==> src/rtl/fifo_rd_ptr_empty.sv <==
// Read-side pointer and status stage of an async FIFO: binary/gray read pointer,
// RAM read address and registered empty / almost-empty / fill-level flags.
module fifo_rd_ptr_empty #(
   parameter int ADDR_WIDTH          = 4,
   parameter int ALMOST_EMPTY_THRESH = 2
) (
   input  logic                  clk,
   input  logic                  reset_n,
   input  logic                  i_rd_en,
   input  logic [ADDR_WIDTH:0]   i_wr_ptr_sync,
   output logic [ADDR_WIDTH-1:0] o_rd_addr,
   output logic [ADDR_WIDTH:0]   o_rd_ptr,
   output logic                  o_empty,
   output logic                  o_almost_empty,
   output logic [ADDR_WIDTH:0]   o_rd_level
);

   localparam int PW = ADDR_WIDTH + 1;

   function automatic logic [PW-1:0] bin2gray(input logic [PW-1:0] b);
      return b ^ (b >> 1);
   endfunction

   // Binary bit i is the XOR of all gray bits at or above i.
   function automatic logic [PW-1:0] gray2bin(input logic [PW-1:0] g);
      logic [PW-1:0] b;
      b = g;
      for (int i = 1; i < PW; i++) begin
         b = b ^ (g >> i);
      end
      return b;
   endfunction

   logic [PW-1:0]         r_rd_bin;
   logic [PW-1:0]         r_rd_ptr;
   logic [ADDR_WIDTH-1:0] r_rd_addr;
   logic                  r_empty;
   logic                  r_almost_empty;
   logic [PW-1:0]         r_rd_level;

   logic                  w_rd_acc;
   logic [PW-1:0]         w_rd_bin_nxt;
   logic [PW-1:0]         w_rd_gray_nxt;
   logic [PW-1:0]         w_wr_bin;
   logic [PW-1:0]         w_level_nxt;
   logic                  w_empty_nxt;
   logic                  w_almost_nxt;

   assign w_rd_acc      = i_rd_en & ~r_empty;
   assign w_rd_bin_nxt  = r_rd_bin + {{ADDR_WIDTH{1'b0}}, w_rd_acc};
   assign w_rd_gray_nxt = bin2gray(w_rd_bin_nxt);
   assign w_wr_bin      = gray2bin(i_wr_ptr_sync);
   // Modular subtraction keeps the level correct across pointer wrap.
   assign w_level_nxt   = w_wr_bin - w_rd_bin_nxt;
   assign w_empty_nxt   = (w_rd_gray_nxt == i_wr_ptr_sync);
   assign w_almost_nxt  = (w_level_nxt <= PW'(ALMOST_EMPTY_THRESH));

   // Pointer and status registers, all updated from the same edge.
   always_ff @(posedge clk or negedge reset_n) begin
      if (!reset_n) begin
         r_rd_bin       <= {PW{1'b0}};
         r_rd_ptr       <= {PW{1'b0}};
         r_rd_addr      <= {ADDR_WIDTH{1'b0}};
         r_empty        <= 1'b1;
         r_almost_empty <= 1'b1;
         r_rd_level     <= {PW{1'b0}};
      end else begin
         r_rd_bin       <= w_rd_bin_nxt;
         r_rd_ptr       <= w_rd_gray_nxt;
         r_rd_addr      <= w_rd_bin_nxt[ADDR_WIDTH-1:0];
         r_empty        <= w_empty_nxt;
         r_almost_empty <= w_almost_nxt;
         r_rd_level     <= w_level_nxt;
      end
   end

   assign o_rd_addr      = r_rd_addr;
   assign o_rd_ptr       = r_rd_ptr;
   assign o_empty        = r_empty;
   assign o_almost_empty = r_almost_empty;
   assign o_rd_level     = r_rd_level;

endmodule
==> config.mk <==
export PLATFORM = sky130hd
export DESIGN_NAME = fifo_rd_ptr_empty
export DESIGN_NICKNAME = d
export VERILOG_FILES = /design/src/rtl/fifo_rd_ptr_empty.sv
export SDC_FILE = /design/constraint.sdc
export NUM_CORES = 1
export LEC_CHECK = 0
export BUFFER_PORTS_ARGS = -buffer_cell sky130_fd_sc_hd__buf_2
export CAP_MARGIN = 25
export CORE_MARGIN = 5
export CORE_UTILIZATION = 49
export CTS_BUF_LIST = sky130_fd_sc_hd__clkbuf_4 sky130_fd_sc_hd__clkbuf_8 sky130_fd_sc_hd__clkbuf_16
export CTS_CLUSTER_SIZE = 12
export DETAILED_ROUTE_END_ITERATION = 6
export GPL_TIMING_DRIVEN = 0
export PLACE_DENSITY = 0.76
export REMOVE_ABC_BUFFERS = 1
export SETUP_SLACK_MARGIN = 0.4
export SYNTH_ARGS = -nofsm -noshare
export SYNTH_HDL_FRONTEND = slang
export SYNTH_SLANG_ARGS = --single-unit
==> constraint.sdc <==
create_clock -name clk -period 2.9 [get_ports clk]
set_input_delay 0.58 -clock clk [delete_from_list [all_inputs] [get_ports clk]]
set_output_delay 0.58 -clock clk [all_outputs]
set_load 0.01 [all_outputs]
==> results of run 1 <==
## layer usage
metal / vias up / global-route usage [%]
li1: 267 / -
met4: 0 / 13.90
met5: - / 0
met2: 18 / 24.03
met3: 7 / 2.616
met1: 256 / 15.36
## report_power, final
| group | internal, mW | switching (mW) |
|---|---|---|
| Clock | 0.0482 | 0.0648 |
| Combinational | 0.457 | 0.552 |
| Sequential | 0.352 | 0.0488 |
| Total | 0.857 | 0.666 |
## final timing paths
kind | cells past startpoint | slack (ns) | to
max in group asynchronous | 1 | 2.40 | o_almost_empty$_DFF_PN1_
max | 11 | 0.43 | o_almost_empty$_DFF_PN1_
min in group clk | 1 | 0.59 | r_rd_bin[0]$_DFF_PN0_
max reg2reg | 11 | 0.49 | o_almost_empty$_DFF_PN1_
min reg2reg | 1 | 0.59 | r_rd_bin[0]$_DFF_PN0_
min | 1 | 0.19 | o_rd_ptr[3]$_DFF_PN0_
## cell type report
class | instances | area (sq um) | area share [%]
multi-input combinational | 43 | 456.7 | 42.05
timing repair buffer | 27 | 161.4 | 14.86
tap | 16 | 20.02 | 1.843
clock buffer | 3 | 22.52 | 2.074
sequential | 16 | 402.9 | 37.10
inverter | 6 | 22.52 | 2.074
## registers in the layout, indices dropped and copies added (netlist names)
register,flops
o_almost_empty,1
o_rd_ptr,4
o_empty,1
r_rd_bin,5
o_rd_level,5
## critical path: stages
cell and delay, ns:
sky130_fd_sc_hd__buf_8 0.11, sky130_fd_sc_hd__xor2_4 0.21, sky130_fd_sc_hd__xor2_2 0.24, sky130_fd_sc_hd__xor2_2 0.20, sky130_fd_sc_hd__xnor2_1 0.16, sky130_fd_sc_hd__ha_2 0.23, sky130_fd_sc_hd__inv_2 0.05, sky130_fd_sc_hd__fa_2 0.55
sky130_fd_sc_hd__nand2_1 0.06, sky130_fd_sc_hd__o22a_1 0.16, sky130_fd_sc_hd__nor3_2 0.14
## placed cells by master (no fill, tap or decap), types with 4 or more instances in the layout
| cell | synthesis | final |
|---|---|---|
| sky130_fd_sc_hd__ha_1 | 6 | 5 |
| sky130_fd_sc_hd__inv_1 | 6 | 5 |
| sky130_fd_sc_hd__dfrtp_1 | 14 | 14 |
| sky130_fd_sc_hd__xnor2_1 | 7 | 6 |
| sky130_fd_sc_hd__buf_2 | 0 | 21 |
| sky130_fd_sc_hd__xor2_1 | 11 | 8 |
| sky130_fd_sc_hd__xor2_2 | 2 | 4 |
| sky130_fd_sc_hd__buf_4 | 0 | 4 |
## kinds of logic (layout without fill, tap and decap cells)
| group | count (synthesis) | count (layout) |
|---|---|---|
| buf+inv | 6 | 36 |
| simple gates | 10 | 10 |
| fa+ha+maj | 7 | 7 |
| compound gates | 5 | 5 |
| flops | 16 | 16 |
| xor+xnor | 21 | 21 |
## repair_timing
| item | 4_1_cts | 5_1_grt |
|---|---|---|
| buffers inserted | 2 | 2 |
| resized for setup | 4 | 11 |
| setup endpoints to repair | 2 | 2 |
| hold endpoints to repair | 0 | 0 |
| pin swaps | 2 | 10 |
==> report_table.html, run 1 <==
<table>
<tr><th>Metric</th><th>Value</th></tr>
<tr><th colspan="2">Status</th></tr>
<tr><td>Result of the run</td><td>complete, no violations</td></tr>
<tr><th colspan="2">Placement</th></tr>
<tr><td>Placed instance count</td><td>104</td></tr>
<tr><td>Worst-case setup slack after placement</td><td>-0.06264 ns</td></tr>
<tr><td>Standard cell area after detailed placement</td><td>967.2 sq um</td></tr>
<tr><td>Global placer's final weighted congestion</td><td>0.7496</td></tr>
<tr><td>Number of buffer cells added on primary ports</td><td>23</td></tr>
<tr><td>Post-DP HPWL</td><td>1.208 mm</td></tr>
<tr><th colspan="2">Clocking</th></tr>
<tr><td>Sinks on Clock Net</td><td>16</td></tr>
<tr><td>Clock-pin transition on the worst setup and hold timing paths</td><td>0.09 ns</td></tr>
<tr><td>CTS Buffer Depth</td><td>2</td></tr>
<tr><td>Total of hold buffers inserted after clock tree synthesis</td><td>0</td></tr>
<tr><td>TritonCTS clock tree</td><td>done</td></tr>
<tr><td>Clk Latency, worst-skew pair</td><td>0.28 ns</td></tr>
<tr><td>Number of levels the H-tree was split into</td><td>1</td></tr>
<tr><td>Number of buffers added by the clock tree synthesis step</td><td>3</td></tr>
<tr><td>Root Driver</td><td>sky130_fd_sc_hd__clkbuf_4</td></tr>
<tr><th colspan="2">GRT</th></tr>
<tr><td>Maximum number of pins on one net before global-route repair</td><td>17</td></tr>
<tr><td>Antenna violations before repair</td><td>0</td></tr>
<tr><td>First-pass GRT wire length</td><td>2.684 mm</td></tr>
<tr><td>GR Overflow Total</td><td>0</td></tr>
<tr><td>Vias in the first global route</td><td>607</td></tr>
<tr><td>GRT Util Overall</td><td>14.49%</td></tr>
<tr><th colspan="2">Final layout</th></tr>
<tr><td>Area of all placed cells without fillers</td><td>1086 sq um</td></tr>
<tr><td>Fin cells</td><td>111</td></tr>
<tr><td>Syn-to-layout area delta</td><td>30.53%</td></tr>
<tr><td>Antenna diode instance count</td><td>0</td></tr>
<tr><td>Share of cells above drive strength 1</td><td>47.37%</td></tr>
<tr><td>Finished Core Util</td><td>69.66%</td></tr>
<tr><td>Number of nets in the layout</td><td>112</td></tr>
<tr><td>Count of filler cells inserted in the layout</td><td>120</td></tr>
<tr><th colspan="2">Detailed routing</th></tr>
<tr><td>Detailed-router iteration count before antenna repair</td><td>4</td></tr>
<tr><td>Aggregate routed wire length</td><td>1.632 mm</td></tr>
<tr><td>Via-per-instance ratio</td><td>4.937</td></tr>
<tr><td>Vias post-DR</td><td>548</td></tr>
<tr><td>Total length of routed met3 wires</td><td>75 um</td></tr>
<tr><td>Metal2 WL</td><td>857 um</td></tr>
<tr><td>Top routing layer used</td><td>met4</td></tr>
<tr><td>Starting DRT DRC Count</td><td>7</td></tr>
<tr><td>Number of nets with antenna violations after routing</td><td>0</td></tr>
<tr><td>Met1 Wirelength</td><td>624 um</td></tr>
<tr><td># DRC</td><td>0</td></tr>
<tr><td>Routed wirelength normalized by instance count</td><td>14.70 um</td></tr>
<tr><th colspan="2">Power and ir drop</th></tr>
<tr><td>Power density relative to cell area</td><td>1402 nW/um^2</td></tr>
<tr><td>Leakage power total</td><td>0.5237 nW</td></tr>
<tr><td>Worst vdd rail ir drop</td><td>0.9464 mV</td></tr>
<tr><td>Pwr Total</td><td>1.523 mW</td></tr>
<tr><th colspan="2">Synthesis</th></tr>
<tr><td>Post-Syn Area per Cell</td><td>12.80 sq um</td></tr>
<tr><td>Cell types with the largest area share after synthesis</td><td>sky130_fd_sc_hd__dfrtp_1 42%, sky130_fd_sc_hd__xor2_1 12%, sky130_fd_sc_hd__ha_1 9.0%</td></tr>
<tr><td>Basic-gate share of the synthesized area counting and, or, nand and nor cells</td><td>6.767%</td></tr>
<tr><td>Post-synthesis cell type count</td><td>19</td></tr>
<tr><td>Number of warnings reported in the yosys synthesis log</td><td>0</td></tr>
<tr><td>Number of enable flip-flop cells after synthesis</td><td>0</td></tr>
<tr><td>Xor-xnor portion of the synthesized cell area</td><td>25.56%</td></tr>
<tr><td>Number of standard cells after synthesis</td><td>65</td></tr>
<tr><td>Cell area after synthesis</td><td>832.0 sq um</td></tr>
<tr><td>Dominant register cell in the synthesized netlist</td><td>sky130_fd_sc_hd__dfrtp_1</td></tr>
<tr><td>Post-synthesis compound-gate area fraction</td><td>5.113%</td></tr>
<tr><td>Area share of the leading cell type in the synthesized netlist</td><td>42.11%</td></tr>
<tr><td>Top-count cell post-synth</td><td>sky130_fd_sc_hd__dfrtp_1</td></tr>
<tr><td>Top cell types by occurrence after synthesis</td><td>14 x sky130_fd_sc_hd__dfrtp_1, 11 x sky130_fd_sc_hd__xor2_1, 7 x sky130_fd_sc_hd__xnor2_1</td></tr>
<tr><td>Adder-cell share of the synthesized area</td><td>11.43%</td></tr>
<tr><td>Sequential share of the synthesized area</td><td>48.42%</td></tr>
<tr><td>Combinational family with the most area after synthesis</td><td>XOR/XNOR gates</td></tr>
<tr><td>Share of synthesized area spent on multiplexers</td><td>0%</td></tr>
<tr><td>Synthesis-stage register bit count</td><td>16</td></tr>
<tr><td>Dominant cell type by area after synthesis</td><td>sky130_fd_sc_hd__dfrtp_1</td></tr>
<tr><td>Share of synthesized flip-flops with an asynchronous set or reset</td><td>100.0%</td></tr>
<tr><th colspan="2">Timing</th></tr>
<tr><td>Worst hold-check slack</td><td>0.1912 ns</td></tr>
<tr><td>Hold Fails Final Rpt</td><td>0</td></tr>
<tr><td>Final worst-path setup slack</td><td>0.4256 ns</td></tr>
<tr><td>Accumulated negative setup slack</td><td>0 ns</td></tr>
<tr><td>Final critical delay including setup and external delays</td><td>2.474 ns</td></tr>
<tr><td>Final clock skew</td><td>0.005617 ns</td></tr>
<tr><td>Fin. max-slew vios</td><td>0</td></tr>
<tr><td>Worst slew slack as a fraction of its limit</td><td>65.45%</td></tr>
<tr><td>Setup violation total in the final timing report</td><td>0</td></tr>
<tr><td>Slew at the pin closest to its max-slew limit</td><td>0.5166 ns</td></tr>
<tr><td>RSZ-0062 raised after global routing</td><td>yes</td></tr>
<tr><td>Maximum clock frequency</td><td>404.1 MHz</td></tr>
<tr><td>Final worst-path cycle share</td><td>85.32%</td></tr>
<tr><th colspan="2">Die</th></tr>
<tr><td># rows</td><td>14</td></tr>
<tr><td>Die boundary width</td><td>51.21 um</td></tr>
<tr><td>Floorplan die area</td><td>2622 sq um</td></tr>
<tr><td>Effective utilization at floorplan</td><td>53.37%</td></tr>
<tr><td>IO Count</td><td>24</td></tr>
<tr><td>Height of the chip</td><td>51.21 um</td></tr>
<tr><td>Core box area</td><td>1559 sq um</td></tr>
<tr><th colspan="2">Critical path</th></tr>
<tr><td>Critical Path Fanout Max</td><td>3</td></tr>
<tr><td>Worst r2r src</td><td>o_empty$_DFF_PN1_</td></tr>
<tr><td>Type of element launching the critical path</td><td>input pin</td></tr>
<tr><td>Data arrival time of the critical path</td><td>2.69 ns</td></tr>
<tr><td>Worst Setup Path Type</td><td>input pin to register</td></tr>
<tr><td>Setup crit start</td><td>i_wr_ptr_sync[4]</td></tr>
<tr><td>Critical path data required time</td><td>3.11 ns</td></tr>
<tr><td>Kind of end point of the critical path</td><td>register</td></tr>
<tr><th colspan="2">Worst hold path</th></tr>
<tr><td>Min-Delay Path Class</td><td>input pin to asynchronous set/reset pin</td></tr>
<tr><th colspan="2">Run</th></tr>
<tr><td>Maxcap violations</td><td>0</td></tr>
</table>
Note: power is estimated with default switching activity, not from simulation.
==> run 2, diff against run 1 <==
==> constraint.sdc (replaced) <==
create_clock -name clk -period 2.65 [get_ports clk]
set_input_delay 0.53 -clock clk [delete_from_list [all_inputs] [get_ports clk]]
set_output_delay 0.53 -clock clk [all_outputs]
set_load 0.01 [all_outputs]
==> run 2 against run 1 <==
Final cell count up 2.7%. Sequential power up 15%. Clock power grew 16%. Flip-flop and latch count stayed put. Utilization rose by 7.5 points. Register-to-register slack worse by 0.09 ns. Non-clock buffer count grew 3.
==> report_table.html, run 2 (synthesized netlist as in run 1, its figures left out) <==
<table>
<tr><th>Metric</th><th>Value</th></tr>
<tr><th colspan="2">Timing</th></tr>
<tr><td>Final worst-path setup slack</td><td>0.2280 ns</td></tr>
<tr><td>RSZ-0062 raised after global routing</td><td>yes</td></tr>
<tr><td>Maximum clock frequency</td><td>412.9 MHz</td></tr>
<tr><td>Final critical delay including setup and external delays</td><td>2.422 ns</td></tr>
<tr><td>Accumulated negative setup slack</td><td>0 ns</td></tr>
<tr><td>Fin. max-slew vios</td><td>0</td></tr>
<tr><td>Setup violation total in the final timing report</td><td>0</td></tr>
<tr><td>Hold Fails Final Rpt</td><td>0</td></tr>
<tr><td>Final clock skew</td><td>0.009909 ns</td></tr>
<tr><td>Worst slew slack as a fraction of its limit</td><td>63.56%</td></tr>
<tr><td>Final worst-path cycle share</td><td>91.40%</td></tr>
<tr><td>Slew at the pin closest to its max-slew limit</td><td>0.5427 ns</td></tr>
<tr><th colspan="2">Clocking</th></tr>
<tr><td>TritonCTS clock tree</td><td>done</td></tr>
<tr><td>Number of levels the H-tree was split into</td><td>1</td></tr>
<tr><td>Total of hold buffers inserted after clock tree synthesis</td><td>0</td></tr>
<tr><td>Number of buffers added by the clock tree synthesis step</td><td>3</td></tr>
<tr><td>Sinks on Clock Net</td><td>16</td></tr>
<tr><td>Root Driver</td><td>sky130_fd_sc_hd__clkbuf_4</td></tr>
<tr><td>CTS Buffer Depth</td><td>2</td></tr>
<tr><td>Clk Latency, worst-skew pair</td><td>0.30 ns</td></tr>
<tr><td>Clock-pin transition on the worst setup and hold timing paths</td><td>0.09 ns</td></tr>
<tr><th colspan="2">Placement</th></tr>
<tr><td>Worst-case setup slack after placement</td><td>-0.2626 ns</td></tr>
<tr><td>Post-DP HPWL</td><td>1.208 mm</td></tr>
<tr><td>Number of buffer cells added on primary ports</td><td>23</td></tr>
<tr><td>Global placer's final weighted congestion</td><td>0.7496</td></tr>
<tr><th colspan="2">Die</th></tr>
<tr><td>Die boundary width</td><td>51.21 um</td></tr>
<tr><td># rows</td><td>14</td></tr>
<tr><td>Floorplan die area</td><td>2622 sq um</td></tr>
<tr><td>Height of the chip</td><td>51.21 um</td></tr>
<tr><td>Effective utilization at floorplan</td><td>53.37%</td></tr>
<tr><td>Core box area</td><td>1559 sq um</td></tr>
<tr><td>IO Count</td><td>24</td></tr>
<tr><th colspan="2">Status</th></tr>
<tr><td>Result of the run</td><td>complete, no violations</td></tr>
<tr><th colspan="2">Detailed routing</th></tr>
<tr><td>Number of nets with antenna violations after routing</td><td>0</td></tr>
<tr><td># DRC</td><td>0</td></tr>
<tr><td>Detailed-router iteration count before antenna repair</td><td>4</td></tr>
<tr><td>Starting DRT DRC Count</td><td>16</td></tr>
<tr><td>Via-per-instance ratio</td><td>5.000</td></tr>
<tr><td>Routed wirelength normalized by instance count</td><td>17.11 um</td></tr>
<tr><td>Vias post-DR</td><td>570</td></tr>
<tr><td>Aggregate routed wire length</td><td>1.951 mm</td></tr>
<tr><th colspan="2">Final layout</th></tr>
<tr><td>Number of nets in the layout</td><td>115</td></tr>
<tr><td>Register area</td><td>402.9 sq um</td></tr>
<tr><td>Highest-count cells in the layout ignoring fill and taps</td><td>21 x sky130_fd_sc_hd__buf_2, 14 x sky130_fd_sc_hd__dfrtp_1, 7 x sky130_fd_sc_hd__xor2_1, 7 x sky130_fd_sc_hd__buf_4, 6 x sky130_fd_sc_hd__xnor2_1</td></tr>
<tr><td>Count of filler cells inserted in the layout</td><td>100</td></tr>
<tr><td>Antenna diode instance count</td><td>0</td></tr>
<tr><td>Share of cells above drive strength 1</td><td>57.14%</td></tr>
<tr><td>Most common cell after layout, fill and taps aside</td><td>sky130_fd_sc_hd__buf_2</td></tr>
<tr><td>Syn-to-layout area delta</td><td>44.51%</td></tr>
<tr><td>Multi-input gate area in the final layout</td><td>550.5 sq um</td></tr>
<tr><td>Finished Core Util</td><td>77.13%</td></tr>
<tr><th colspan="2">Critical path</th></tr>
<tr><td>Critical Path Fanout Max</td><td>3</td></tr>
<tr><td>Data arrival time of the critical path</td><td>2.65 ns</td></tr>
<tr><td>Kind of end point of the critical path</td><td>register</td></tr>
<tr><td>Critical path data required time</td><td>2.88 ns</td></tr>
<tr><td>Type of element launching the critical path</td><td>input pin</td></tr>
<tr><td>Worst Setup Path Type</td><td>input pin to register</td></tr>
<tr><td>Path depth of the worst reg2reg path</td><td>11</td></tr>
<tr><th colspan="2">Power and ir drop</th></tr>
<tr><td>Power density relative to cell area</td><td>1561 nW/um^2</td></tr>
<tr><td>Pwr Total</td><td>1.877 mW</td></tr>
<tr><td>Leakage power total</td><td>0.5443 nW</td></tr>
<tr><td>Worst vdd rail ir drop</td><td>0.9498 mV</td></tr>
<tr><th colspan="2">GRT</th></tr>
<tr><td>GRT Util Overall</td><td>16.16%</td></tr>
<tr><td>Vias in the first global route</td><td>635</td></tr>
<tr><td>Maximum number of pins on one net before global-route repair</td><td>17</td></tr>
<tr><td>Antenna violations before repair</td><td>0</td></tr>
<tr><td>First-pass GRT wire length</td><td>2.946 mm</td></tr>
<tr><td>GR Overflow Total</td><td>0</td></tr>
<tr><th colspan="2">Run</th></tr>
<tr><td>Maxcap violations</td><td>0</td></tr>
<tr><th colspan="2">Worst hold path</th></tr>
<tr><td>Min-Delay Path Class</td><td>input pin to asynchronous set/reset pin</td></tr>
</table>
-- run 2: cell types whose count changed in the layout (fill, tap and decap cells not counted), moves of 2 or more --
cell                     change
sky130_fd_sc_hd__buf_4       +3
sky130_fd_sc_hd__ha_1        -3
sky130_fd_sc_hd__xor2_4      +3
sky130_fd_sc_hd__ha_4        +2
sky130_fd_sc_hd__xor2_2      -2
-- run 2: critical path, cell delays in order --
cell and delay (ns):
sky130_fd_sc_hd__buf_8 0.11, sky130_fd_sc_hd__xor2_4 0.22, sky130_fd_sc_hd__xor2_4 0.21, sky130_fd_sc_hd__xor2_2 0.21, sky130_fd_sc_hd__xnor2_1 0.17, sky130_fd_sc_hd__ha_2 0.24
sky130_fd_sc_hd__inv_2 0.05, sky130_fd_sc_hd__fa_2 0.55, sky130_fd_sc_hd__nand2_1 0.06, sky130_fd_sc_hd__o22a_1 0.16, sky130_fd_sc_hd__nor3_2 0.14
-- run 2: power breakdown --
group | total [mW] | leakage (nW) | switching [mW] | internal, mW
Combinational | 1.29 | 0.346 | 0.691 | 0.594
Clock | 0.131 | 0.0138 | 0.0784 | 0.0531
Sequential | 0.460 | 0.185 | 0.0758 | 0.385
-- run 2: final cells by class --
type                            count  share of cell area [%]
Clock buffer                        3                   1.873
Timing Repair Buffer               30                   15.30
Multi-Input combinational cell     43                   45.79
Tap cell                           16                   1.665
Sequential cell                    16                   33.51
Inverter                            6                   1.873
-- run 2: path summary, 6_finish.rpt --
| path | start | to | slack [ns] |
|---|---|---|---|
| worst min register to register | r_rd_bin[0]$_DFF_PN0_ | r_rd_bin[0]$_DFF_PN0_ | 0.60 |
| worst max register to register | o_empty$_DFF_PN1_ | o_almost_empty$_DFF_PN1_ | 0.40 |
| min in group clk | r_rd_bin[0]$_DFF_PN0_ | r_rd_bin[0]$_DFF_PN0_ | 0.60 |
| max in group asynchronous | reset_n | o_almost_empty$_DFF_PN1_ | 2.21 |
| worst max-delay path | i_wr_ptr_sync[3] | o_almost_empty$_DFF_PN1_ | 0.23 |
| worst min-delay path | reset_n | o_rd_ptr[3]$_DFF_PN0_ | 0.13 |
-- run 2: stage by stage --
stage          hold WS (ns)  cells  area, sq um
2_1_floorplan        0.2344     65        832.0
3_3_place_gp         0.4502    104        967.2
3_5_place_dp         0.4574    104        967.2
4_1_cts              0.1468    112         1115
5_1_grt              0.1392    114         1202
6_report             0.1254    114         1202
-- run 2: per-layer routing --
layer  up-vias  global-route usage [%]  share of wire [%]
li1        274                       -                  -
met1       272                   17.60                 37
met2        17                   28.11                 55
met3         7                   2.616                4.7
met4         0                   12.11                3.9
met5         -                       0                  0
-- run 2: timing repair --
item                                    in CTS  in global routing
resized for setup                           14                 14
setup buffers                                5                  2
endpoints found under the setup margin       6                  4
pin swaps                                    9                 10
==> run 3, diff against run 2 <==
--- a/config.mk
+++ b/config.mk
@@ -14,6 +14,7 @@
 export DETAILED_ROUTE_END_ITERATION = 6
 export GPL_TIMING_DRIVEN = 0
 export PLACE_DENSITY = 0.76
+export RECOVER_POWER = 25
 export REMOVE_ABC_BUFFERS = 1
 export SETUP_SLACK_MARGIN = 0.4
 export SYNTH_ARGS = -nofsm -noshare
==> run 3 against run 2 <==
Sequential power is essentially flat. Sequential share of layout area is essentially flat. Flip-flop and latch count is the same. First-iteration DRC count is the same. Global-route usage is the same. Clock skew is essentially flat. Die area is the same. Non-clock buffer count is the same. Utilization shrank 0.080 points. Setup slack gained 0.00086 ns. Critical path depth is the same. Count of clock-buffer cells in the layout is the same. Critical path type unchanged. Critical endpoint unchanged. Largest cell class unchanged.
==> report_table.html, run 3 (synthesized netlist as in run 1, its figures left out) <==
<table>
<tr><th>Metric</th><th>Value</th></tr>
<tr><th colspan="2">Status</th></tr>
<tr><td>Result of the run</td><td>complete, no violations</td></tr>
<tr><th colspan="2">Critical path</th></tr>
<tr><td>Type of element launching the critical path</td><td>input pin</td></tr>
<tr><td>Critical Path Fanout Max</td><td>3</td></tr>
<tr><td>Endpoint of the most critical register-to-register path</td><td>o_almost_empty$_DFF_PN1_</td></tr>
<tr><td>Worst r2r src</td><td>o_empty$_DFF_PN1_</td></tr>
<tr><td>Flop2flop setup slack</td><td>0.40 ns</td></tr>
<tr><td>Path depth of the worst reg2reg path</td><td>11</td></tr>
<tr><td>Worst Setup Path Type</td><td>input pin to register</td></tr>
<tr><td>Data arrival time of the critical path</td><td>2.65 ns</td></tr>
<tr><td>Critical path data required time</td><td>2.88 ns</td></tr>
<tr><td>Kind of end point of the critical path</td><td>register</td></tr>
<tr><td>Setup crit start</td><td>i_wr_ptr_sync[3]</td></tr>
<tr><th colspan="2">Timing</th></tr>
<tr><td>Final critical delay including setup and external delays</td><td>2.421 ns</td></tr>
<tr><td>Worst slew slack as a fraction of its limit</td><td>43.00%</td></tr>
<tr><td>Final clock skew</td><td>0.009941 ns</td></tr>
<tr><td>RSZ-0062 raised after global routing</td><td>yes</td></tr>
<tr><td>Final worst-path setup slack</td><td>0.2288 ns</td></tr>
<tr><td>Hold Fails Final Rpt</td><td>0</td></tr>
<tr><td>Slew at the pin closest to its max-slew limit</td><td>0.8550 ns</td></tr>
<tr><td>Final worst-path cycle share</td><td>91.37%</td></tr>
<tr><td>Fin. max-slew vios</td><td>0</td></tr>
<tr><td>Maximum clock frequency</td><td>413.0 MHz</td></tr>
<tr><td>Setup violation total in the final timing report</td><td>0</td></tr>
<tr><th colspan="2">Placement</th></tr>
<tr><td>Placed instance count</td><td>104</td></tr>
<tr><td>Worst-case setup slack after placement</td><td>-0.2626 ns</td></tr>
<tr><td>Global placer's final weighted congestion</td><td>0.7496</td></tr>
<tr><td>Number of buffer cells added on primary ports</td><td>23</td></tr>
<tr><td>Post-DP HPWL</td><td>1.208 mm</td></tr>
<tr><th colspan="2">Die</th></tr>
<tr><td>IO Count</td><td>24</td></tr>
<tr><td>Core box area</td><td>1559 sq um</td></tr>
<tr><td>Floorplan die area</td><td>2622 sq um</td></tr>
<tr><td># rows</td><td>14</td></tr>
<tr><td>Effective utilization at floorplan</td><td>53.37%</td></tr>
<tr><td>Height of the chip</td><td>51.21 um</td></tr>
<tr><td>Die boundary width</td><td>51.21 um</td></tr>
<tr><th colspan="2">Clocking</th></tr>
<tr><td>Root Driver</td><td>sky130_fd_sc_hd__clkbuf_4</td></tr>
<tr><td>Clk Latency, worst-skew pair</td><td>0.30 ns</td></tr>
<tr><td>Number of levels the H-tree was split into</td><td>1</td></tr>
<tr><td>TritonCTS clock tree</td><td>done</td></tr>
<tr><td>Number of buffers added by the clock tree synthesis step</td><td>3</td></tr>
<tr><td>Clock-pin transition on the worst setup and hold timing paths</td><td>0.09 ns</td></tr>
<tr><td>CTS Buffer Depth</td><td>2</td></tr>
<tr><td>Sinks on Clock Net</td><td>16</td></tr>
<tr><th colspan="2">Detailed routing</th></tr>
<tr><td>Top routing layer used</td><td>met4</td></tr>
<tr><td>Starting DRT DRC Count</td><td>16</td></tr>
<tr><td>Routed wirelength normalized by instance count</td><td>17.07 um</td></tr>
<tr><td>Metal2 WL</td><td>1.075 mm</td></tr>
<tr><td>Met1 Wirelength</td><td>701 um</td></tr>
<tr><td>Vias post-DR</td><td>573</td></tr>
<tr><td>Number of nets with antenna violations after routing</td><td>0</td></tr>
<tr><td>Detailed-router iteration count before antenna repair</td><td>4</td></tr>
<tr><td>Total length of routed met3 wires</td><td>91 um</td></tr>
<tr><td># DRC</td><td>0</td></tr>
<tr><td>Aggregate routed wire length</td><td>1.946 mm</td></tr>
<tr><td>Via-per-instance ratio</td><td>5.026</td></tr>
<tr><th colspan="2">GRT</th></tr>
<tr><td>Antenna violations before repair</td><td>0</td></tr>
<tr><td>GRT Util Overall</td><td>16.16%</td></tr>
<tr><td>First-pass GRT wire length</td><td>2.946 mm</td></tr>
<tr><td>Vias in the first global route</td><td>635</td></tr>
<tr><td>Maximum number of pins on one net before global-route repair</td><td>17</td></tr>
<tr><td>GR Overflow Total</td><td>0</td></tr>
<tr><th colspan="2">Final layout</th></tr>
<tr><td>Number of nets in the layout</td><td>115</td></tr>
<tr><td>Antenna diode instance count</td><td>0</td></tr>
<tr><td>Highest-count cells in the layout ignoring fill and taps</td><td>20 x sky130_fd_sc_hd__buf_2, 14 x sky130_fd_sc_hd__dfrtp_1, 7 x sky130_fd_sc_hd__xor2_1, 7 x sky130_fd_sc_hd__buf_4, 6 x sky130_fd_sc_hd__xnor2_1</td></tr>
<tr><td>Share of cells above drive strength 1</td><td>56.12%</td></tr>
<tr><td>Finished Core Util</td><td>77.05%</td></tr>
<tr><td>Syn-to-layout area delta</td><td>44.36%</td></tr>
<tr><td>Most common cell after layout, fill and taps aside</td><td>sky130_fd_sc_hd__buf_2</td></tr>
<tr><td>Fin cells</td><td>114</td></tr>
<tr><th colspan="2">Worst hold path</th></tr>
<tr><td>Min-Delay Path Class</td><td>input pin to asynchronous set/reset pin</td></tr>
<tr><th colspan="2">Run</th></tr>
<tr><td>Maxcap violations</td><td>0</td></tr>
<tr><th colspan="2">Power and ir drop</th></tr>
<tr><td>Leakage power total</td><td>0.5416 nW</td></tr>
<tr><td>Power density relative to cell area</td><td>1562 nW/um^2</td></tr>
<tr><td>Worst vdd rail ir drop</td><td>0.9492 mV</td></tr>
</table>
[run 3: cell count changes in the layout (fill, tap and decap cells not counted), sizes merged]
cell | before | now
buf | 30 | 29
clkbuf | 3 | 4
[run 3: how the worst max path moves through the flow]
stage                               end  slack [ns]
2_1_floorplan  o_almost_empty$_DFF_PN1_        0.12
3_3_place_gp   o_almost_empty$_DFF_PN1_       -0.18
3_5_place_dp   o_almost_empty$_DFF_PN1_       -0.26
4_1_cts        o_almost_empty$_DFF_PN1_        0.29
5_1_grt        o_almost_empty$_DFF_PN1_        0.10
6_report       o_almost_empty$_DFF_PN1_        0.23
[run 3: final cells by class]
class / instances / area [sq um]
Fill cell: 101 / 357.8
Tap cell: 16 / 20.02
Clock buffer: 3 / 22.52
Multi-Input combinational cell: 43 / 550.5
Timing Repair Buffer: 30 / 182.7
Sequential cell: 16 / 402.9
Inverter: 6 / 22.52
[run 3: power breakdown]
group          switching, mW  internal (mW)  leakage [nW]
Sequential            0.0757          0.384         0.185
Clock                 0.0783         0.0531        0.0138
Combinational          0.691          0.594         0.343
Total                  0.845           1.03         0.542
[run 3: per-stage QoR]
stage | setup TNS (ns) | hold slack (ns) | area, sq um | total power, mW
3_3_place_gp | -0.3216 | 0.4502 | 967.2 | 1.409
5_1_grt | 0 | 0.3675 | 1201 | 2.022
2_1_floorplan | 0 | 0.2344 | 832.0 | 1.181
6_report | 0 | 0.3044 | 1201 | 1.876
3_5_place_dp | -0.5060 | 0.4574 | 967.2 | 1.451
4_1_cts | 0 | 0.1468 | 1115 | 1.722
[run 3: critical path: stages]
cell and delay (ns):
sky130_fd_sc_hd__buf_8 0.11, sky130_fd_sc_hd__xor2_4 0.22, sky130_fd_sc_hd__xor2_4 0.21, sky130_fd_sc_hd__xor2_2 0.21, sky130_fd_sc_hd__xnor2_1 0.17, sky130_fd_sc_hd__ha_2 0.24, sky130_fd_sc_hd__inv_2 0.05, sky130_fd_sc_hd__fa_2 0.55
sky130_fd_sc_hd__nand2_1 0.06, sky130_fd_sc_hd__o22a_1 0.16, sky130_fd_sc_hd__nor3_2 0.14
[run 3: layer usage]
| layer | GRT usage, % | up-vias |
|---|---|---|
| met1 | 17.60 | 276 |
| met2 | 28.11 | 17 |
| met3 | 2.616 | 7 |
| met5 | 0 | - |
| met4 | 12.11 | 0 |
| li1 | - | 273 |
[run 3: timing repair]
action                     in CTS  in global routing
buffers inserted                5                  2
hold buffers                    0                  0
setup endpoints to repair       6                  4
pin swaps                       9                 10
gates resized for setup        14                 14
